==> config.mk <==
export PLATFORM = sky130hd
export DESIGN_NAME = cc_demux_12
export DESIGN_NICKNAME = d
export VERILOG_FILES = /design/src/rtl/cc_demux_pkg.sv /design/src/rtl/cc_demux_slot.sv /design/src/rtl/cc_demux_12.sv
export SDC_FILE = /design/constraint.sdc
export NUM_CORES = 1
export LEC_CHECK = 0
export CAP_MARGIN = 5
export CORE_UTILIZATION = 42
export DETAILED_ROUTE_END_ITERATION = 8
export HOLD_SLACK_MARGIN = 0.03
export PLACE_DENSITY = 0.85
export SKIP_LAST_GASP = 1
export SYNTH_ARGS = -nofsm -noshare
export SYNTH_HDL_FRONTEND = slang
export SYNTH_SLANG_ARGS = --single-unit
==> constraint.sdc <==
create_clock -name CC_DEMUX_12_CLOCK_50 -period 2.9 [get_ports CC_DEMUX_12_CLOCK_50]
set_input_delay 0.435 -clock CC_DEMUX_12_CLOCK_50 [delete_from_list [all_inputs] [get_ports CC_DEMUX_12_CLOCK_50]]
set_output_delay 0.435 -clock CC_DEMUX_12_CLOCK_50 [all_outputs]
set_load 0.05 [all_outputs]
==> src/rtl/cc_demux_pkg.sv <==
// cc_demux_pkg: shared constants and slot state encoding for the 1:2 demux.
package cc_demux_pkg;

  localparam int CC_DEMUX_DATAWIDTH_DEF  = 8;
  localparam int CC_DEMUX_COUNTWIDTH_DEF = 16;

  localparam logic CC_DEMUX_SEL_CH1 = 1'b0;
  localparam logic CC_DEMUX_SEL_CH2 = 1'b1;

  typedef enum logic {
    SLOT_EMPTY = 1'b0,
    SLOT_FULL  = 1'b1
  } slot_state_t;

endpackage

==> src/rtl/cc_demux_slot.sv <==
// cc_demux_slot: one-entry output register with valid/ready handshake.
// Optional delivered-word counter built when CC_DEMUX_12_COUNT_EN is defined.
//
// state      | meaning
// SLOT_EMPTY | no word held, valid low
// SLOT_FULL  | word held stable until the consumer takes it
module cc_demux_slot
  import cc_demux_pkg::*;
#(
  parameter int DW = CC_DEMUX_DATAWIDTH_DEF,
  parameter int CW = CC_DEMUX_COUNTWIDTH_DEF
) (
  input  logic          i_clk,
  input  logic          i_rst_n,
  input  logic          i_load,
  input  logic [DW-1:0] i_data,
  input  logic          i_ready,
  output logic          o_valid,
  output logic [DW-1:0] o_data,
  output logic          o_slot_ready
`ifdef CC_DEMUX_12_COUNT_EN
  ,
  output logic [CW-1:0] o_count
`endif
);

  slot_state_t   r_state;
  logic [DW-1:0] r_data;
  logic          w_take;

  assign w_take       = (r_state == SLOT_FULL) & i_ready;
  assign o_slot_ready = (r_state == SLOT_EMPTY) | i_ready;
  assign o_valid      = (r_state == SLOT_FULL);
  assign o_data       = r_data;

  // Slot FSM: a load wins over a drain, which gives back-to-back refill.
  always_ff @(posedge i_clk or negedge i_rst_n) begin
    if (!i_rst_n) begin
      r_state <= SLOT_EMPTY;
      r_data  <= '0;
    end else if (i_load) begin
      r_state <= SLOT_FULL;
      r_data  <= i_data;
    end else if (w_take) begin
      r_state <= SLOT_EMPTY;
    end
  end

`ifdef CC_DEMUX_12_COUNT_EN
  logic [CW-1:0] r_count;

  assign o_count = r_count;

  // Delivered-word counter, wraps naturally at all-ones.
  always_ff @(posedge i_clk or negedge i_rst_n) begin
    if (!i_rst_n) begin
      r_count <= '0;
    end else if (w_take) begin
      r_count <= r_count + 1'b1;
    end
  end
`endif

endmodule

==> src/rtl/cc_demux_12.sv <==
// cc_demux_12: registered 1:2 demultiplexer with per-channel valid/ready.
// Define CC_DEMUX_12_COUNT_EN to build the per-channel delivered-word counters.
module cc_demux_12
  import cc_demux_pkg::*;
#(
  parameter int NUMBER_DATAWIDTH  = CC_DEMUX_DATAWIDTH_DEF,
  parameter int NUMBER_COUNTWIDTH = CC_DEMUX_COUNTWIDTH_DEF
) (
  input  logic                        CC_DEMUX_12_CLOCK_50,
  input  logic                        CC_DEMUX_12_RESET_InLow,
  input  logic [NUMBER_DATAWIDTH-1:0] CC_DEMUX_12_data_InBUS,
  input  logic                        CC_DEMUX_12_select_InBUS,
  input  logic                        CC_DEMUX_12_valid_In,
  output logic                        CC_DEMUX_12_ready_Out,
  output logic [NUMBER_DATAWIDTH-1:0] CC_DEMUX_12_data1_OutBUS,
  output logic [NUMBER_DATAWIDTH-1:0] CC_DEMUX_12_data2_OutBUS,
  output logic                        CC_DEMUX_12_valid1_Out,
  output logic                        CC_DEMUX_12_valid2_Out,
  input  logic                        CC_DEMUX_12_ready1_In,
  input  logic                        CC_DEMUX_12_ready2_In
`ifdef CC_DEMUX_12_COUNT_EN
  ,
  output logic [NUMBER_COUNTWIDTH-1:0] CC_DEMUX_12_count1_OutBUS,
  output logic [NUMBER_COUNTWIDTH-1:0] CC_DEMUX_12_count2_OutBUS
`endif
);

  logic w_rdy1;
  logic w_rdy2;
  logic w_accept;
  logic w_load1;
  logic w_load2;

  // Ready follows only the addressed slot, so a stalled channel blocks only its own traffic.
  always_comb begin
    CC_DEMUX_12_ready_Out = (CC_DEMUX_12_select_InBUS == CC_DEMUX_SEL_CH2) ? w_rdy2 : w_rdy1;
  end

  assign w_accept = CC_DEMUX_12_valid_In & CC_DEMUX_12_ready_Out;
  assign w_load1  = w_accept & (CC_DEMUX_12_select_InBUS == CC_DEMUX_SEL_CH1);
  assign w_load2  = w_accept & (CC_DEMUX_12_select_InBUS == CC_DEMUX_SEL_CH2);

  cc_demux_slot #(
    .DW(NUMBER_DATAWIDTH),
    .CW(NUMBER_COUNTWIDTH)
  ) u_slot1 (
    .i_clk        (CC_DEMUX_12_CLOCK_50),
    .i_rst_n      (CC_DEMUX_12_RESET_InLow),
    .i_load       (w_load1),
    .i_data       (CC_DEMUX_12_data_InBUS),
    .i_ready      (CC_DEMUX_12_ready1_In),
    .o_valid      (CC_DEMUX_12_valid1_Out),
    .o_data       (CC_DEMUX_12_data1_OutBUS),
    .o_slot_ready (w_rdy1)
`ifdef CC_DEMUX_12_COUNT_EN
    ,
    .o_count      (CC_DEMUX_12_count1_OutBUS)
`endif
  );

  cc_demux_slot #(
    .DW(NUMBER_DATAWIDTH),
    .CW(NUMBER_COUNTWIDTH)
  ) u_slot2 (
    .i_clk        (CC_DEMUX_12_CLOCK_50),
    .i_rst_n      (CC_DEMUX_12_RESET_InLow),
    .i_load       (w_load2),
    .i_data       (CC_DEMUX_12_data_InBUS),
    .i_ready      (CC_DEMUX_12_ready2_In),
    .o_valid      (CC_DEMUX_12_valid2_Out),
    .o_data       (CC_DEMUX_12_data2_OutBUS),
    .o_slot_ready (w_rdy2)
`ifdef CC_DEMUX_12_COUNT_EN
    ,
    .o_count      (CC_DEMUX_12_count2_OutBUS)
`endif
  );

endmodule

==> metrics.txt, run 1 <==
status finished, violations left; failing checks DRC; worst min path class register to register; final hold vios 0; starting density of the core 46.39%; combinational group share of total power 43.3%; Clock Pin Slew Worst Setup and Hold Paths 0.09 ns; Synth Warn # 0; Stages on worst setup path 5; later-pin clock latency in the skew report 0.29 ns; root buffer cell clkbuf_4; vias in the first global route 495; initial antenna violation count 0; total power 0.0007665 W; vias 496; Tmin final 2.438 ns; Hold WS 0.4955 ns; net switching power 0.0002995 W; critical path class primary input to output pin; deepest clock path buffer count 2; Inst Count DP 92; cell family with most CP delay buffers and inverters; CP bufs+invs 2; Num Clock Sinks 18; Worst EP arrival 2.00 ns; hpwl dp 991.3 microns; Die Width 43.50 microns; slew margin rel. 46.64%; DR iter-0 viols 10; WHS Path Cells 1; dpl ws 0.4570 ns; slowest stage delay, CP 0.81 ns; CP max FO 3; Num CTS Buffers 3; Mapped Cells 44; Nets 95; worst clock skew 0.005541 ns; Layout area overhead 50.17%; Wirelength per Cell 14.27 microns; Worst R2R Start u_slot2.o_valid; worst endpoint required time 2.47 ns; hold buffers post-CTS 0; DRT Pass-1 Iters 6; Clk pwr share 15.7%; first-pass GRT wire length 2.145 mm; share of layout cells above drive strength 1 26.58%; Yosys reg bits 18; Post-CTS Setup Inserts 0; pin count of the biggest net entering global routing 19; Mapped Nets 58; # Max-Cap Violations 0; total track usage 16.46%; Placer Congestion 0.6930; worst vdd ir 0.4741 mV; area of the mapped netlist 723.2 sq um; FF-to-FF path depth 3; overall die area 1892 sq um; count of final setup violators 0; CP startpoint CC_DEMUX_12_ready1_In; Critical Path Most Common Cell clkdlybuf4s50_1; pwr dens 705.8 nW/um^2; min-delay src u_slot2.o_data[7]; post-route ant nets 0; period utilization 84.06%; RSZ-0062 raised after global routing false; f_max 410.2 MHz; # rows 14; total grt overflow 0; filler-free cell count of the finished design 95; Diodes inserted 0; worst setup margin 0.4621 ns; Port Buffer Count 32; unique cell type count in the Yosys netlist 13; H-tree Lvls 1; Ports 33; Fin Setup TNS 0 ns; Net Sw Frac 39.07%; Worst-Margin Slew 0.7979 ns; worst path cell trace clkdlybuf4s50_1, nand2b_2, nor2_1, a21oi_1, clkdlybuf4s50_1; CP max stage cell clkdlybuf4s50_1; internal power 0.0004670 W; final wirelength 1.356 mm; Die Height 43.50 microns; cts repair resizes 0; Synth area leaders dfrtp_1 62%, mux2_2 20%, mux2_1 4.7%; Core Area 1559 sq um; post-synth top area share 62.28%; endpoint class of the critical path output pin; cell taking the most area after synthesis dfrtp_1; Mapped Avg Cell Area 16.44 sq um; Slew Limit Fails 0; Sequential Power Share 41.0%; post-synthesis sequential area ratio 62.28%; startpoint types primary input; via-per-instance ratio 5.221; CTS tree built; LEAKAGE 0.4623 nW; # DRC 6
-- final timing paths --
check,to,slack (ns)
setup / recovery,CC_DEMUX_12_ready_Out,0.46
hold / removal,u_slot2.o_data[7],0.50
setup reg to reg,u_slot2.o_data[2],1.72
hold reg to reg,u_slot2.o_data[7],0.50
max in group asynchronous,u_slot1.o_valid,1.80
min in group asynchronous,u_slot2.o_data[5],0.60
-- cell usage after synthesis --
master	n
nor2b_4	1
nand3b_4	1
nand2b_2	1
mux2_1	3
dfrtp_1	18
nand2b_1	1
mux2_2	13
nand2_2	1
nor2_1	1
inv_1	1
a21oi_1	1
o21ai_0	1
nor2_8	1
-- registers in the layout (all words and copies together), names as in the netlist --
register / cells
u_slot2.o_data: 8
u_slot1.o_data: 8
u_slot2.o_valid: 1
u_slot1.o_valid: 1
-- worst register-to-register path: cells and delay by family, from the launching register on --
kind	cells	cell delay (ns)
flip-flops	1	0.39
AND/OR/NAND/NOR	2	0.33
multiplexers	1	0.36
-- placed cells by master, fill, tap and decap left out --
| cell | synthesis | final |
|---|---|---|
| clkdlybuf4s50_1 | 0 | 32 |
| dfrtp_1 | 18 | 18 |
| nor2b_4 | 1 | 1 |
| nand2b_2 | 1 | 1 |
| inv_1 | 1 | 1 |
| nor2_1 | 1 | 1 |
| clkbuf_4 | 0 | 3 |
| mux2_2 | 13 | 13 |
| mux2_1 | 3 | 3 |
| nand2b_1 | 1 | 1 |
| o21ai_0 | 1 | 1 |
| nand3b_4 | 1 | 1 |
| a21oi_1 | 1 | 1 |
| nor2_8 | 1 | 1 |
| nand2_2 | 1 | 1 |
-- layer usage --
metal	part of all wire (%)	track usage (%)	vias up
met3	7.5	2.917	4
met2	49	29.39	25
met4	2.8	11.25	0
li1	-	-	225
met1	41	17.53	242
met5	0	0	-
-- metrics by stage --
stage / utilization (%) / instance area [sq um]
after floorplan: - / 723.2
after global routing: 69.66 / 1086
after detailed placement: 68.22 / 1064
final: 69.66 / 1086
after global placement: 68.22 / 1064
after CTS: 69.66 / 1086
-- power groups by stage --
stage | Combinational [W] | Sequential [W] | Clock [W]
2_1_floorplan | 0.0000552 | 0.000473 | 0
6_report | 0.000332 | 0.000314 | 0.000120
4_1_cts | 0.000335 | 0.000315 | 0.000126
3_3_place_gp | 0.000331 | 0.000318 | 0
3_5_place_dp | 0.000334 | 0.000320 | 0
5_1_grt | 0.000345 | 0.000320 | 0.000129
-- cell families after synthesis --
logic type	count (synthesis)	share of synthesized area (%)
flops	18	62.28
simple gates	7	10.90
mux	16	24.91
compound gates	2	1.383
buf+inv	1	0.5185
-- cell type report --
class                   count  area (sq um)
repair buffers             32         320.3
well taps                  16         20.02
clock buffers               3         22.52
inverters                   1         3.754
flip-flops and latches     18         450.4
multi-input cells          25         269.0
fillers                   120         473.0
No activity file was read; power rests on OpenSTA's default activity.
==> inputs of run 2 (changes only) <==
--- a/config.mk
+++ b/config.mk
@@ -6,10 +6,10 @@
 export NUM_CORES = 1
 export LEC_CHECK = 0
 export CAP_MARGIN = 5
-export CORE_UTILIZATION = 42
+export CORE_UTILIZATION = 35
 export DETAILED_ROUTE_END_ITERATION = 8
 export HOLD_SLACK_MARGIN = 0.03
-export PLACE_DENSITY = 0.85
+export PLACE_DENSITY = 0.76
 export SKIP_LAST_GASP = 1
 export SYNTH_ARGS = -nofsm -noshare
 export SYNTH_HDL_FRONTEND = slang
==> constraint.sdc (replaced) <==
create_clock -name CC_DEMUX_12_CLOCK_50 -period 2.03 [get_ports CC_DEMUX_12_CLOCK_50]
set_input_delay 0.3045 -clock CC_DEMUX_12_CLOCK_50 [delete_from_list [all_inputs] [get_ports CC_DEMUX_12_CLOCK_50]]
set_output_delay 0.3045 -clock CC_DEMUX_12_CLOCK_50 [all_outputs]
set_load 0.05 [all_outputs]
==> run 2 against run 1 <==
Against the previous run:
- the run now ends clean
- clock power grew 80%
- via count fell by 1.2%
- clock skew decreased by 0.0023 ns
- register-to-register slack lost 0.86 ns
- sequential power increased by 43%
- non-clock buffer count rose by 1
- utilization down 11 points
- combinational power up 45%
- largest cell class unchanged
- hold slack worse by 0.17 ns
==> metrics.txt, run 2 (synthesis gave the netlist of run 1 again) <==
DRT Pass-1 Iters 3; count of final setup violators 0; first-pass GRT wire length 2.070 mm; final hold vios 0; initial antenna violation count 0; post-route ant nets 0; slew margin rel. 65.66%; Layout area overhead 56.40%; leading cell type in the layout, fill and taps excluded clkdlybuf4s50_1; post-layout util 58.25%; worst min path class primary input to asynchronous set/reset pin; endpoint class of the critical path output pin; status finished, final reports clean; critical path class register to output pin; cts repair resizes 0; filler-free cell count of the finished design 108; DR iter-0 viols 2; area of the multi-input gates 269.0 sq um; sequential cell area 450.4 sq um; # rows 16; f_max 566.5 MHz; Port Buffer Count 32; Num CTS Buffers 3; hold buffers post-CTS 0; CP max FO 2; RR Endpoint u_slot2.o_data[4]; CP startpoint u_slot2.o_data[3]; Fin Setup TNS 0 ns; period utilization 86.95%; Clock Pin Slew Worst Setup and Hold Paths 0.10 ns; starting density of the core 37.24%; Core Area 1942 sq um; cell family with most CP delay buffers and inverters; Stages on worst setup path 1; Worst R2R Setup Slack 0.86 ns; CP max stage cell clkdlybuf4s50_1; pin count of the biggest net entering global routing 19; Tmin final 1.765 ns; dpl ws 0.3615 ns; CP bufs+invs 1; pwr dens 1012 nW/um^2; worst setup margin 0.2648 ns; later-pin clock latency in the skew report 0.29 ns; worst path cell trace clkdlybuf4s50_1; Fillers 162; # DRC 0; total track usage 13.99%; # Max-Cap Violations 0; root buffer cell clkbuf_4; Post-CTS Setup Inserts 0; Num Clock Sinks 18; share of layout cells above drive strength 1 29.63%; deepest clock path buffer count 2; FF-to-FF path depth 3; total power 0.001145 W; Diodes inserted 0; worst vdd ir 0.7804 mV; Worst R2R Start u_slot2.o_valid; Wirelength per Cell 11.68 microns; worst clock skew 0.003277 ns; Placer Congestion 0.6590; Inst Count DP 104; total grt overflow 0; vias in the first global route 486; LEAKAGE 0.4803 nW; hpwl dp 964.6 microns; highest-count cells in the layout ignoring fill and taps 31 x clkdlybuf4s50_1, 18 x dfrtp_1, 13 x mux2_2; Slew Limit Fails 0; Die Width 47.46 microns; Die Height 47.46 microns; H-tree Lvls 1; overall die area 2252 sq um; final wirelength 1.261 mm; slowest stage delay, CP 0.81 ns; worst endpoint required time 1.73 ns; CTS tree built; Worst EP arrival 1.46 ns; via-per-instance ratio 4.537; Setup crit end CC_DEMUX_12_data2_OutBUS[3]; Worst-Margin Slew 0.5135 ns; startpoint types register; vias 490; Nets 96; RSZ-0062 raised after global routing false; Ports 33
## run 2: worst min-delay path by stage
| stage | start | end | slack (ns) | depth (start not counted) |
|---|---|---|---|---|
| floorplan | CC_DEMUX_12_RESET_InLow | u_slot1.o_data[0] | 0.009 | 0 |
| global placement | u_slot2.o_data[7] | u_slot2.o_data[7] | 0.47 | 1 |
| detailed placement | u_slot2.o_data[6] | u_slot2.o_data[6] | 0.48 | 1 |
| CTS | CC_DEMUX_12_RESET_InLow | u_slot2.o_data[3] | 0.33 | 2 |
| global route | CC_DEMUX_12_RESET_InLow | u_slot1.o_data[4] | 0.34 | 2 |
| finish | CC_DEMUX_12_RESET_InLow | u_slot2.o_data[3] | 0.32 | 2 |
## run 2: cell type report
| type | count | share of cell area, % |
|---|---|---|
| flip-flops and latches | 18 | 39.82 |
| repair buffers | 33 | 29.87 |
| multi-input cells | 25 | 23.78 |
| clock buffers | 4 | 3.208 |
| well taps | 27 | 2.987 |
| inverters | 1 | 0.3319 |
## run 2: worst register-to-register path, cell delays in order, from the launching register on
cell and delay [ns]:
dfrtp_1 0.39, nor2b_4 0.15, nor2_8 0.18, mux2_2 0.35
## run 2: report_power, final
group	leakage [nW]	total (W)	internal, W	switching (W)
Sequential	0.212	0.000449	0.000420	0.0000299
Combinational	0.247	0.000480	0.000183	0.000297
Clock	0.0210	0.000216	0.000109	0.000106
## run 2: through the flow
| stage | hold WS [ns] | cell area [sq um] |
|---|---|---|
| 3_3_place_gp | 0.4697 | 1095 |
| 3_5_place_dp | 0.4799 | 1095 |
| 2_1_floorplan | 0.008909 | 723.2 |
| 5_1_grt | 0.3442 | 1131 |
| 6_report | 0.3226 | 1131 |
| 4_1_cts | 0.3298 | 1131 |
## run 2: per-layer routing
layer  part of all wire, %  vias to the layer above  wire length (microns)  global-route usage (%)
met1                    39                      242                    498                   16.75
li1                      -                      225                      -                       -
met4                  0.87                        0                     11                   3.429
met3                    12                        2                    154                   8.679
met2                    47                       21                    596                   21.37
met5                     0                        -                      0                       0
